`config.mk`:
```
export PLATFORM = sky130hd
export DESIGN_NAME = matrix_weight_reader
export DESIGN_NICKNAME = d
export VERILOG_FILES = /design/src/rtl/matrix_weight_reader.sv
export SDC_FILE = /design/constraint.sdc
export NUM_CORES = 1
export LEC_CHECK = 0
export CORE_UTILIZATION = 25
export DETAILED_ROUTE_END_ITERATION = 10
export DONT_BUFFER_PORTS = 1
export PLACE_DENSITY_LB_ADDON = 0.12
export SLEW_MARGIN = 15
export SYNTH_ARGS = -nofsm -noshare
export SYNTH_HDL_FRONTEND = slang
export SYNTH_SLANG_ARGS = --single-unit
export TNS_END_PERCENT = 20
```
`constraint.sdc`:
```
create_clock -name clk -period 6.95 [get_ports clk]
set_input_delay 0 -clock clk [delete_from_list [all_inputs] [get_ports clk]]
set_output_delay 0 -clock clk [all_outputs]
set_load 0.01 [all_outputs]
```
`src/rtl/matrix_weight_reader.sv`:
```
// matrix_weight_reader: walks a rows x cols weight block row-major through a
// combinational ROM and streams the weights to the MAC datapath over a
// valid/ready handshake, decoupled by a 2-entry output buffer.
module matrix_weight_reader #(
   parameter int unsigned ADDR_W    = 16,
   parameter int unsigned DATA_W    = 32,
   parameter int unsigned DIM_W     = 12,
   parameter int unsigned BUF_DEPTH = 2
) (
   input  logic              clk,
   input  logic              reset,
   input  logic              start,
   input  logic [ADDR_W-1:0] base_addr,
   input  logic [DIM_W-1:0]  num_rows,
   input  logic [DIM_W-1:0]  num_cols,
   output logic              busy,
   output logic              done,
   output logic [ADDR_W-1:0] mem_address,
   input  logic [DATA_W-1:0] mem_data,
   output logic              w_valid,
   input  logic              w_ready,
   output logic [DATA_W-1:0] w_data,
   output logic              w_last_col,
   output logic              w_last
);

   typedef enum logic [1:0] {IDLE, RUN, DRAIN} state_t;

   state_t            state, state_nx;
   logic [DIM_W-1:0]  rows_r, cols_r, row, col;
   logic [DATA_W-1:0] d0, d1;
   logic              lc0, lc1, l0, l1;
   logic [1:0]        count;
   logic              full, pop, push, accept_start, zero_start, final_pop;
   logic              el_last_col, el_last;

   assign full        = (count == 2'(BUF_DEPTH));
   assign pop         = (count != 2'd0) && w_ready;
   assign el_last_col = (col == cols_r - DIM_W'(1));
   assign el_last     = el_last_col && (row == rows_r - DIM_W'(1));

   assign w_valid    = (count != 2'd0);
   assign w_data     = d0;
   assign w_last_col = lc0;
   assign w_last     = l0;

   // State register
   always_ff @(posedge clk) begin
      if (reset) state <= IDLE;
      else       state <= state_nx;
   end

   // Next-state and per-cycle control decode
   always_comb begin
      state_nx     = state;
      push         = 1'b0;
      accept_start = 1'b0;
      zero_start   = 1'b0;
      final_pop    = 1'b0;
      case (state)
         IDLE: begin
            if (start) begin
               if (num_rows != '0 && num_cols != '0) begin
                  accept_start = 1'b1;
                  state_nx     = RUN;
               end else begin
                  zero_start = 1'b1;
               end
            end
         end
         RUN: begin
            // A full buffer still accepts when its head leaves on the same edge
            if (!full || pop) begin
               push = 1'b1;
               if (el_last) state_nx = DRAIN;
            end
         end
         DRAIN: begin
            if (pop && l0) begin
               final_pop = 1'b1;
               state_nx  = IDLE;
            end
         end
         default: state_nx = IDLE;
      endcase
   end

   // Walk bookkeeping: dimensions, row/col counters, ROM address, status
   always_ff @(posedge clk) begin
      if (reset) begin
         busy        <= 1'b0;
         done        <= 1'b0;
         mem_address <= '0;
         rows_r      <= '0;
         cols_r      <= '0;
         row         <= '0;
         col         <= '0;
      end else begin
         done <= zero_start | final_pop;
         if (accept_start) begin
            busy        <= 1'b1;
            rows_r      <= num_rows;
            cols_r      <= num_cols;
            row         <= '0;
            col         <= '0;
            mem_address <= base_addr;
         end else if (push) begin
            mem_address <= mem_address + ADDR_W'(1);
            if (el_last_col) begin
               col <= '0;
               row <= row + DIM_W'(1);
            end else begin
               col <= col + DIM_W'(1);
            end
         end
         if (final_pop) busy <= 1'b0;
      end
   end

   // Two-entry output buffer; entry 0 is always the head presented on w_*
   always_ff @(posedge clk) begin
      if (reset) begin
         d0    <= '0;
         d1    <= '0;
         lc0   <= 1'b0;
         lc1   <= 1'b0;
         l0    <= 1'b0;
         l1    <= 1'b0;
         count <= 2'd0;
      end else begin
         case ({push, pop})
            2'b10: begin
               if (count == 2'd0) begin
                  d0 <= mem_data; lc0 <= el_last_col; l0 <= el_last;
               end else begin
                  d1 <= mem_data; lc1 <= el_last_col; l1 <= el_last;
               end
               count <= count + 2'd1;
            end
            2'b01: begin
               d0 <= d1; lc0 <= lc1; l0 <= l1;
               count <= count - 2'd1;
            end
            2'b11: begin
               if (count == 2'd1) begin
                  d0 <= mem_data; lc0 <= el_last_col; l0 <= el_last;
               end else begin
                  d0 <= d1; lc0 <= lc1; l0 <= l1;
                  d1 <= mem_data; lc1 <= el_last_col; l1 <= el_last;
               end
            end
            default: ;
         endcase
      end
   end

endmodule

```
==> results of run 1 <==
==> repair_timing <==
| action | 4_1_cts | 5_1_grt |
|---|---|---|
| setup endpoints to repair | 0 | 0 |
| resized for setup | 0 | 0 |
| endpoints found under the hold margin | 114 | 0 |
| hold buffers | 75 | 0 |
==> sequential cells by signal, summed over array words and instances (netlist names), 2 cells and up <==
signal / cells
state: 2
w_data: 32
cols_r: 12
rows_r: 12
row: 12
d1: 32
count: 2
mem_address: 16
col: 12
==> routing by layer <==
layer | global-route usage (%) | vias up | share of wire, %
met5 | 0 | - | 0.052
met4 | 4.835 | 2 | 1.9
met3 | 4.397 | 22 | 5.6
met2 | 22.99 | 118 | 45
met1 | 18.08 | 2778 | 48
li1 | - | 3059 | -
==> critical path, cell delays in order, from the launching register on <==
cell	delay [ps]
dfxtp_1	410
inv_1	60
ha_1	240
nor2b_1	160
or3_1	350
a31oi_1	220
nor4b_2	260
nand4_1	720
or4_1	750
a21oi_1	150
==> cell usage after synthesis (4+ instances only) <==
cell type    n
a21oi_1     95
xnor2_1     21
buf_1        4
nand3_1     20
nand2b_1     4
xor2_1      20
mux2i_1     35
a311oi_1     4
o21ai_0     19
o31ai_1      5
a211oi_1    38
nor3_1       9
dfxtp_1    138
nor2b_1      5
nor3b_1      4
nor4_1      12
nand4_1     23
or4_1        7
or3_1       11
a31oi_1      9
ha_1         8
and3_1       7
clkbuf_1    48
inv_1       20
nand2_1    144
nor2_1      75
==> power groups by stage <==
stage	sequential, uW	combinational [uW]	clock, uW
5_1_grt	1030	585	957
6_report	1010	516	894
3_3_place_gp	1040	475	0
4_1_cts	1020	524	930
3_5_place_dp	1040	474	0
2_1_floorplan	1000	386	0
==> final cells by class <==
type                            instances  area share [%]
Clock inverter                         15           1.888
Sequential cell                       138           33.08
Multi-Input combinational cell        621           44.10
Inverter                               20          0.8990
Timing Repair Buffer                   83           9.919
Clock buffer                           17           5.094
Tap cell                              335           5.019
==> kinds of logic (layout without fill, tap and decap cells) <==
kind of cell               Yosys count  after routing
xor gates and xnor gates            42             42
buffers and inverters               74            135
DFF                                138            138
and+or+nand+nor                    340            340
AOI/OAI and AO/OA                  195            195
muxes                               36             36
adders and majority gates            8              8
==> through the flow <==
step	instances	total power (uW)
floorplan	833	1387
detailed placement	1122	1509
global route	1229	2573
global placement	1122	1511
CTS	1229	2471
finish	1229	2424
==> worst paths after layout <==
kind / from / endpoint / depth (start not counted) / slack [ps]
setup / recovery: cols_r[0]$_SDFFE_PP0P_ / row[11]$_SDFFE_PP0P_ / 9 / 3560
hold / removal: reset / d1[20]$_SDFFE_PP0P_ / 2 / 30
setup reg to reg: cols_r[0]$_SDFFE_PP0P_ / row[11]$_SDFFE_PP0P_ / 9 / 3560
hold reg to reg: d1[24]$_SDFFE_PP0P_ / d1[24]$_SDFFE_PP0P_ / 2 / 450
==> flow_metrics.py, run 1 <==
metrics = {
    "outcome": {
        "outcome": "finished with violations",
        "violations": "DRC",
    },
    "placement": {
        "placed_area_um2": 6999,
        "io_buffers": 0,
        "gp_congestion": 0.7715,
        "dp_slack_ps": 3546,
        "dpl.hpwl_um": 12690,
    },
    "die": {
        "die_area_um2": 27450,
        "rows": 59,
        "initial_utilization_pct": 25.56,
        "ios": 129,
        "die_x_um": 165.7,
        "chipHeight_um": 165.7,
        "core_um2": 26210,
    },
    "power": {
        "pwr-share-clk_pct": 36.9,
        "switching_share_pct": 34.66,
        "seq_power_share_pct": 41.8,
        "pwr-share-comb_pct": 21.3,
        "ir_drop_mv": 0.1168,
        "power.switching_uw": 840.2,
        "powerDensity_nw_per_um2": 290.3,
        "p_int_uw": 1584,
        "p_leak_uw": 0.002875,
    },
    "clock_tree": {
        "cts_buffers": 17,
        "clock_sinks": 138,
        "clock_path_buffers": 2,
        "tritoncts": "done",
        "cts-htree-levels": 4,
        "clk_pin_slew_ps": 70,
        "post_cts_buffers": 0,
        "clk_root_buffer_cell": "clkbuf_16",
        "clk_latency_ps": 430,
    },
    "synth": {
        "ys_types": 60,
        "synth-edff-count": 0,
        "synth_seq_cells": 138,
        "yosysTopAreaCell": "dfxtp_1",
        "synth_top_family_by_area": "simple AND/OR/NAND/NOR gates",
        "synth-async-reset-ratio_pct": 0,
        "synth_flop_cell": "dfxtp_1",
        "netlist_area_um2": 6698,
        "syn-instance-count": 833,
        "synth_top_area_share_pct": 41.25,
        "yosys-mux-area-fraction_pct": 5.399,
        "synthesis.nets": 917,
        "synthAdderAreaFrac_pct": 1.494,
        "synth_compound_area_share_pct": 17.77,
        "synthSimpleGateAreaFrac_pct": 24.30,
        "syn_area_per_cell_um2": 8.040,
        "ys_top_cells_by_area": "dfxtp_1 41%, nand2_1 8.1%, a21oi_1 7.1%",
        "yosysSeqAreaShare_pct": 41.25,
        "yosysWarnings": 0,
        "synth_xor_area_share_pct": 5.604,
    },
    "global_route": {
        "antenna_found_initial": 1,
        "grt_pass1_wl_um": 31510,
        "grt_max_degree": 115,
        "grt_overflow": 0,
        "grt_pass1_vias": 5922,
        "gr-usage-all-layers_pct": 14.29,
    },
    "cells_and_area": {
        "area_delta_synth_final_pct": 24.68,
        "multi_input_area_um2": 3682,
        "final_common_cell": "nand2_1",
        "diodes": 0,
        "seq_area_um2": 2763,
        "final_area_um2": 8351,
        "layout_common_cells": "144 x nand2_1, 138 x dfxtp_1, 94 x a21oi_1",
        "final_layout_size_suffix_gt1_share_pct": 6.376,
        "nets": 965,
        "fillers": 2769,
        "utilization_pct": 31.86,
    },
    "timing": {
        "worst_pin_slew_ps": 989.1,
        "worst_slack_ps": 3562,
        "period_needed_ps": 3388,
        "fin_worst_skew_ps": 20.35,
        "drv_slew": 0,
        "fin_crit_sh_pct": 48.75,
        "final-setup-viol-count": 0,
        "rsz0062_at_grt": "no",
        "tns_ps": 0,
        "worst_slew_margin_rel_pct": 33.77,
        "holdWs_ps": 32.68,
        "fmax_mhz": 295.2,
        "finalHoldViolations": 0,
    },
    "worst_setup_path": {
        "critPathRequiredTime_ps": 7290,
        "crit_path_start_kind": "register",
        "crit_arrival_ps": 3730,
        "critPathMaxFanout": 23,
        "end_kind": "register",
        "critPathKind": "register to register",
    },
    "detailed_routing": {
        "drc": 10,
        "vias_per_cell": 4.865,
        "firstDrtPassIters": 7,
        "routedWlPerCell_um": 15.58,
        "routed_wl_um": 19150,
        "final_antenna_net_count": 0,
        "vias": 5979,
        "drt_iter0_drc": 343,
    },
    "flow_run": {
        "cap_viol_max_count": 0,
    },
    "min_path": {
        "min_path_type": "input port to register",
    },
}
Power figures use the tool's default switching activity.
==> run 2, diff against run 1 <==
==> constraint.sdc (replaced) <==
create_clock -name clk -period 2.8 [get_ports clk]
set_input_delay 0 -clock clk [delete_from_list [all_inputs] [get_ports clk]]
set_output_delay 0 -clock clk [all_outputs]
set_load 0.01 [all_outputs]
==> run 2 against run 1 <==
Effect of this change:
- the flow still finishes with violations (DRC)
- sequential cell count stayed put
- worst setup slack got worse by 3400 ps
- via count about the same
- non-clock buffer count increased by 16
- power rose to 2.6 times the previous value
- sequential share of layout area decreased by 0.83 points
- combinational power increased to 2.7 times the previous value
- fmax is 30% higher
- clock power rose to 2.6 times the previous value
==> flow_metrics.py, run 2 (same netlist as run 1, synthesis figures left out) <==
metrics = {
    "clock_tree": {
        "tritoncts": "done",
        "clock_path_buffers": 2,
        "clk_latency_ps": 420,
        "cts-htree-levels": 4,
        "clk_pin_slew_ps": 70,
        "clock_sinks": 138,
        "cts_buffers": 17,
        "clk_root_buffer_cell": "clkbuf_16",
    },
    "placement": {
        "place_inst": 1137,
        "io_buffers": 0,
        "dpl.hpwl_um": 12980,
        "placed_area_um2": 7149,
        "gp_congestion": 0.8042,
    },
    "detailed_routing": {
        "routedWlPerCell_um": 15.53,
        "vias": 5978,
        "final_antenna_net_count": 0,
        "drt_iter0_drc": 312,
        "routed_wl_um": 19350,
        "drc": 10,
        "vias_per_cell": 4.798,
        "firstDrtPassIters": 7,
    },
    "power": {
        "ir_drop_mv": 0.3690,
        "total_power_uw": 6201,
        "powerDensity_nw_per_um2": 723.6,
        "p_leak_uw": 0.002992,
    },
    "worst_setup_path": {
        "critPathMaxStageDelay_ps": 480,
        "critPathKind": "register to register",
        "crit_path_end": "row[8]$_SDFFE_PP0P_",
        "critPathRequiredTime_ps": 3140,
        "end_kind": "register",
        "path_buf_inv": 3,
        "cp.depth": 11,
        "regToRegSetupSlack_ps": 190,
        "crit_family": "simple AND/OR/NAND/NOR gates",
        "crit_arrival_ps": 2950,
        "crit_chain": "inv_1, ha_1, buf_4, or3b_2, nor4_1, o21ai_1, nand2b_1, nand4_1, buf_6, or4_1, a21oi_1",
        "crit_path_start_kind": "register",
        "r2r-start": "cols_r[1]$_SDFFE_PP0P_",
        "r2r_cells": 11,
        "critPathMaxFanout": 23,
        "r2r_end": "row[8]$_SDFFE_PP0P_",
        "slowest_stage": "or4_1",
        "crit_path_start": "cols_r[1]$_SDFFE_PP0P_",
    },
    "timing": {
        "worst_pin_slew_ps": 567.4,
        "rsz0062_at_grt": "no",
        "worst_slew_margin_rel_pct": 61.97,
        "fmax_mhz": 383.5,
        "finalHoldViolations": 0,
        "tns_ps": 0,
        "fin_crit_sh_pct": 93.14,
        "fin_worst_skew_ps": 12.20,
        "drv_slew": 0,
        "final-setup-viol-count": 0,
        "period_needed_ps": 2608,
    },
    "flow_run": {
        "cap_viol_max_count": 0,
    },
    "cells_and_area": {
        "area_delta_synth_final_pct": 27.95,
        "multi_input_area_um2": 3716,
        "final_layout_size_suffix_gt1_share_pct": 8.571,
        "seq_area_um2": 2764,
        "final_common_cell": "nand2_1",
        "final_area_um2": 8569,
        "layout_common_cells": "144 x nand2_1, 137 x dfxtp_1, 94 x a21oi_1",
        "fillers": 2761,
        "nets": 981,
        "instances_no_fill": 1246,
    },
    "outcome": {
        "outcome": "finished with violations",
        "violations": "DRC",
    },
    "die": {
        "core_um2": 26210,
        "rows": 59,
        "chipHeight_um": 165.7,
        "die_area_um2": 27450,
        "initial_utilization_pct": 25.56,
        "die_x_um": 165.7,
        "ios": 129,
    },
    "global_route": {
        "grt_overflow": 0,
        "grt_pass1_vias": 5878,
        "grt_pass1_wl_um": 31520,
        "antenna_found_initial": 1,
        "gr-usage-all-layers_pct": 14.44,
        "grt_max_degree": 115,
    },
    "min_path": {
        "min_path_type": "input port to register",
    },
}
## run 2: cell count changes in the layout (fill, tap and decap cells not counted), sizes merged
cell / change
buf: +16
bufinv: +1
clkinv: -1
clkinvlp: -1
diode: +1
inv: +1
## run 2: metal layers
| layer | vias up | track usage, % | share of wire [%] |
|---|---|---|---|
| li1 | 3082 | - | - |
| met1 | 2781 | 18.47 | 47 |
| met2 | 106 | 23.47 | 47 |
| met3 | 9 | 4.659 | 5.9 |
| met4 | 0 | 3.454 | 0.59 |
| met5 | - | 0 | 0 |
## run 2: worst register-to-register path, stage by stage (launching register included)
cell and delay (ps):
dfxtp_2 340, inv_1 50, ha_1 150, buf_4 120, or3b_2 450, nor4_1 250
o21ai_1 100, nand2b_1 130, nand4_1 120, buf_6 190, or4_1 490, a21oi_1 150
## run 2: worst min path at each step
stage / depth (start not counted) / slack, ps / endpoint / start
after CTS: 4 / 10 / lc1$_SDFFE_PP0P_ / w_ready
after global routing: 2 / 40 / mem_address[11]$_SDFFE_PP0P_ / reset
after floorplan: 2 / 140 / d1[0]$_SDFFE_PP0P_ / mem_data[0]
after detailed placement: 1 / 80 / d1[0]$_SDFFE_PP0P_ / reset
final: 4 / 20 / lc1$_SDFFE_PP0P_ / w_ready
after global placement: 1 / 80 / d1[18]$_SDFFE_PP0P_ / reset
## run 2: final cells by class
cell class,instances,area share (%)
multi-input cells,621,43.36
flip-flops and latches,138,32.25
repair buffers,99,11.55
clock buffers,17,4.964
well taps,335,4.891
clock inverters,15,2.073
inverters,20,0.8760
diodes,1,0.02920
## run 2: through the flow
stage               setup slack [ps]  util (%)  hold slack [ps]
global placement               130.4     27.28            79.29
floorplan                      219.2         -            136.0
detailed placement             105.5     27.28            81.67
finish                         192.2     32.70            21.32
CTS                            77.84     32.51            9.930
global route                   8.762     32.70            42.99
## run 2: repair_timing
item                                    in CTS  in global routing
endpoints found under the setup margin       0                  7
endpoints found under the hold margin      126                  0
resized for setup                            0                  8
buffers inserted                             0                  1
hold buffers                                75                  0
## run 2: where the power goes
group	internal (uW)	total (uW)	switching, uW
Sequential	2220	2510	292
Combinational	587	1370	783
Clock	1280	2320	1040
Total	4090	6200	2110
==> run 3, diff against run 2 <==
--- a/config.mk
+++ b/config.mk
@@ -5,9 +5,11 @@
 export SDC_FILE = /design/constraint.sdc
 export NUM_CORES = 1
 export LEC_CHECK = 0
+export CORE_MARGIN = 4
 export CORE_UTILIZATION = 25
 export DETAILED_ROUTE_END_ITERATION = 10
 export DONT_BUFFER_PORTS = 1
+export MAX_ROUTING_LAYER = met4
 export PLACE_DENSITY_LB_ADDON = 0.12
 export SLEW_MARGIN = 15
 export SYNTH_ARGS = -nofsm -noshare
==> run 3 against run 2 <==
Effect of this change:
- the run now ends clean
- power is 1.7% higher
- combinational power hardly changed
- worst setup slack worse by 63 ps
- hold slack worse by 19 ps
==> flow_metrics.py, run 3 (same netlist as run 1, synthesis figures left out) <==
metrics = {
    "timing": {
        "period_needed_ps": 2671,
        "drv_slew": 0,
        "tns_ps": 0,
        "worst_slack_ps": 129.4,
        "worst_slew_margin_rel_pct": 61.73,
        "fmax_mhz": 374.4,
        "fin_crit_sh_pct": 95.38,
        "fin_worst_skew_ps": 17.46,
        "rsz0062_at_grt": "yes",
        "worst_pin_slew_ps": 571.0,
        "holdWs_ps": 2.296,
        "final-setup-viol-count": 0,
        "finalHoldViolations": 0,
    },
    "global_route": {
        "antenna_found_initial": 1,
        "grt_pass1_wl_um": 31470,
        "grt_overflow": 0,
        "grt_pass1_vias": 5926,
        "grt_max_degree": 115,
        "gr-usage-all-layers_pct": 13.79,
    },
    "detailed_routing": {
        "vias": 5989,
        "firstDrtPassIters": 5,
        "routedWlPerCell_um": 15.82,
        "drt_iter0_drc": 192,
        "drc": 0,
        "vias_per_cell": 4.807,
        "final_antenna_net_count": 0,
        "routed_wl_um": 19710,
    },
    "clock_tree": {
        "clock_sinks": 138,
        "clock_path_buffers": 2,
        "tritoncts": "done",
        "cts_buffers": 17,
        "clk_pin_slew_ps": 70,
        "cts-htree-levels": 4,
        "clk_latency_ps": 420,
        "clk_root_buffer_cell": "clkbuf_16",
    },
    "die": {
        "die_x_um": 171.7,
        "ios": 129,
        "core_um2": 26210,
        "initial_utilization_pct": 25.56,
        "rows": 59,
        "die_area_um2": 29470,
        "chipHeight_um": 171.7,
    },
    "outcome": {
        "outcome": "finished, final reports clean",
    },
    "worst_setup_path": {
        "slowest_stage": "or4b_4",
        "end_kind": "register",
        "crit_chain": "inv_2, ha_4, xnor2_1, a211oi_2, or4b_4, nor4_4, nand4_1, buf_4, or3_4, a21oi_2",
        "regToRegSetupSlack_ps": 130,
        "critPathKind": "register to register",
        "critPathMaxFanout": 3,
        "crit_path_start_kind": "register",
        "critPathRequiredTime_ps": 3150,
        "crit_arrival_ps": 3020,
        "crit_family": "simple AND/OR/NAND/NOR gates",
        "critPathMaxStageDelay_ps": 500,
        "path_buf_inv": 2,
    },
    "flow_run": {
        "cap_viol_max_count": 0,
    },
    "power": {
        "seq_power_share_pct": 39.9,
        "p_int_uw": 4239,
        "switching_share_pct": 32.82,
        "total_power_uw": 6310,
        "ir_drop_mv": 0.3214,
        "p_leak_uw": 0.003008,
        "power.switching_uw": 2071,
        "pwr-share-comb_pct": 21.8,
        "pwr-share-clk_pct": 38.3,
        "powerDensity_nw_per_um2": 729.7,
    },
    "placement": {
        "io_buffers": 0,
        "dpl.hpwl_um": 13550,
        "gp_congestion": 0.7852,
        "dp_slack_ps": 103.5,
    },
    "cells_and_area": {
        "final_layout_size_suffix_gt1_share_pct": 10.10,
        "area_delta_synth_final_pct": 29.11,
        "diodes": 0,
        "layout_common_cells": "144 x nand2_1, 132 x dfxtp_1, 93 x a21oi_1",
        "nets": 982,
        "final_common_cell": "nand2_1",
    },
    "min_path": {
        "min_path_type": "input port to register",
    },
}
## run 3: path summary, 6_finish.rpt
check	cells after the start	from	endpoint
worst min-delay path	3	start	done$_SDFF_PP0_
worst max register to register	10	cols_r[1]$_SDFFE_PP0P_	l1$_SDFFE_PP0P_
worst max-delay path	10	cols_r[1]$_SDFFE_PP0P_	l1$_SDFFE_PP0P_
worst min register to register	2	d1[13]$_SDFFE_PP0P_	d1[13]$_SDFFE_PP0P_
## run 3: timing repair
action	4_1_cts	5_1_grt
endpoints found under the setup margin	0	9
hold buffers	74	0
endpoints found under the hold margin	122	0
setup buffers	0	4
resized for setup	0	22
## run 3: metrics by stage
step                      instance area, um2  util (%)  instances
after detailed placement                7142     27.25       1136
after global routing                    8647     33.00       1246
after CTS                               8527     32.54       1242
after global placement                  7142     27.25       1136
after floorplan                         6698         -        833
final                                   8647     33.00       1246
## run 3: layer usage
| layer | share of wire [%] | up-vias | track usage [%] |
|---|---|---|---|
| met4 | 1.0 | 0 | 4.030 |
| met2 | 47 | 115 | 21.78 |
| li1 | - | 3095 | - |
| met3 | 5.8 | 12 | 3.723 |
| met5 | 0 | - | - |
| met1 | 46 | 2767 | 17.33 |
## run 3: power by group through the flow
| stage | Clock (uW) | Sequential, uW | Combinational (uW) |
|---|---|---|---|
| 2_1_floorplan | 0 | 2490 | 958 |
| 3_3_place_gp | 0 | 2570 | 1240 |
| 3_5_place_dp | 0 | 2570 | 1240 |
| 4_1_cts | 2520 | 2530 | 1360 |
| 5_1_grt | 2580 | 2560 | 1560 |
| 6_report | 2420 | 2520 | 1370 |
## run 3: cell type report
| cell class | count | area, um2 |
|---|---|---|
| Fill cell | 2757 | 17560 |
| Multi-Input combinational cell | 621 | 3762 |
| Sequential cell | 138 | 2773 |
| Timing Repair Buffer | 100 | 991.0 |
| Clock buffer | 17 | 425.4 |
| Tap cell | 335 | 419.2 |
| Clock inverter | 15 | 201.4 |
| Inverter | 20 | 75.07 |
## run 3: worst min-delay path: stages
cell and delay, ps:
nor2b_1 130, a32oi_1 140, nor3_1 90
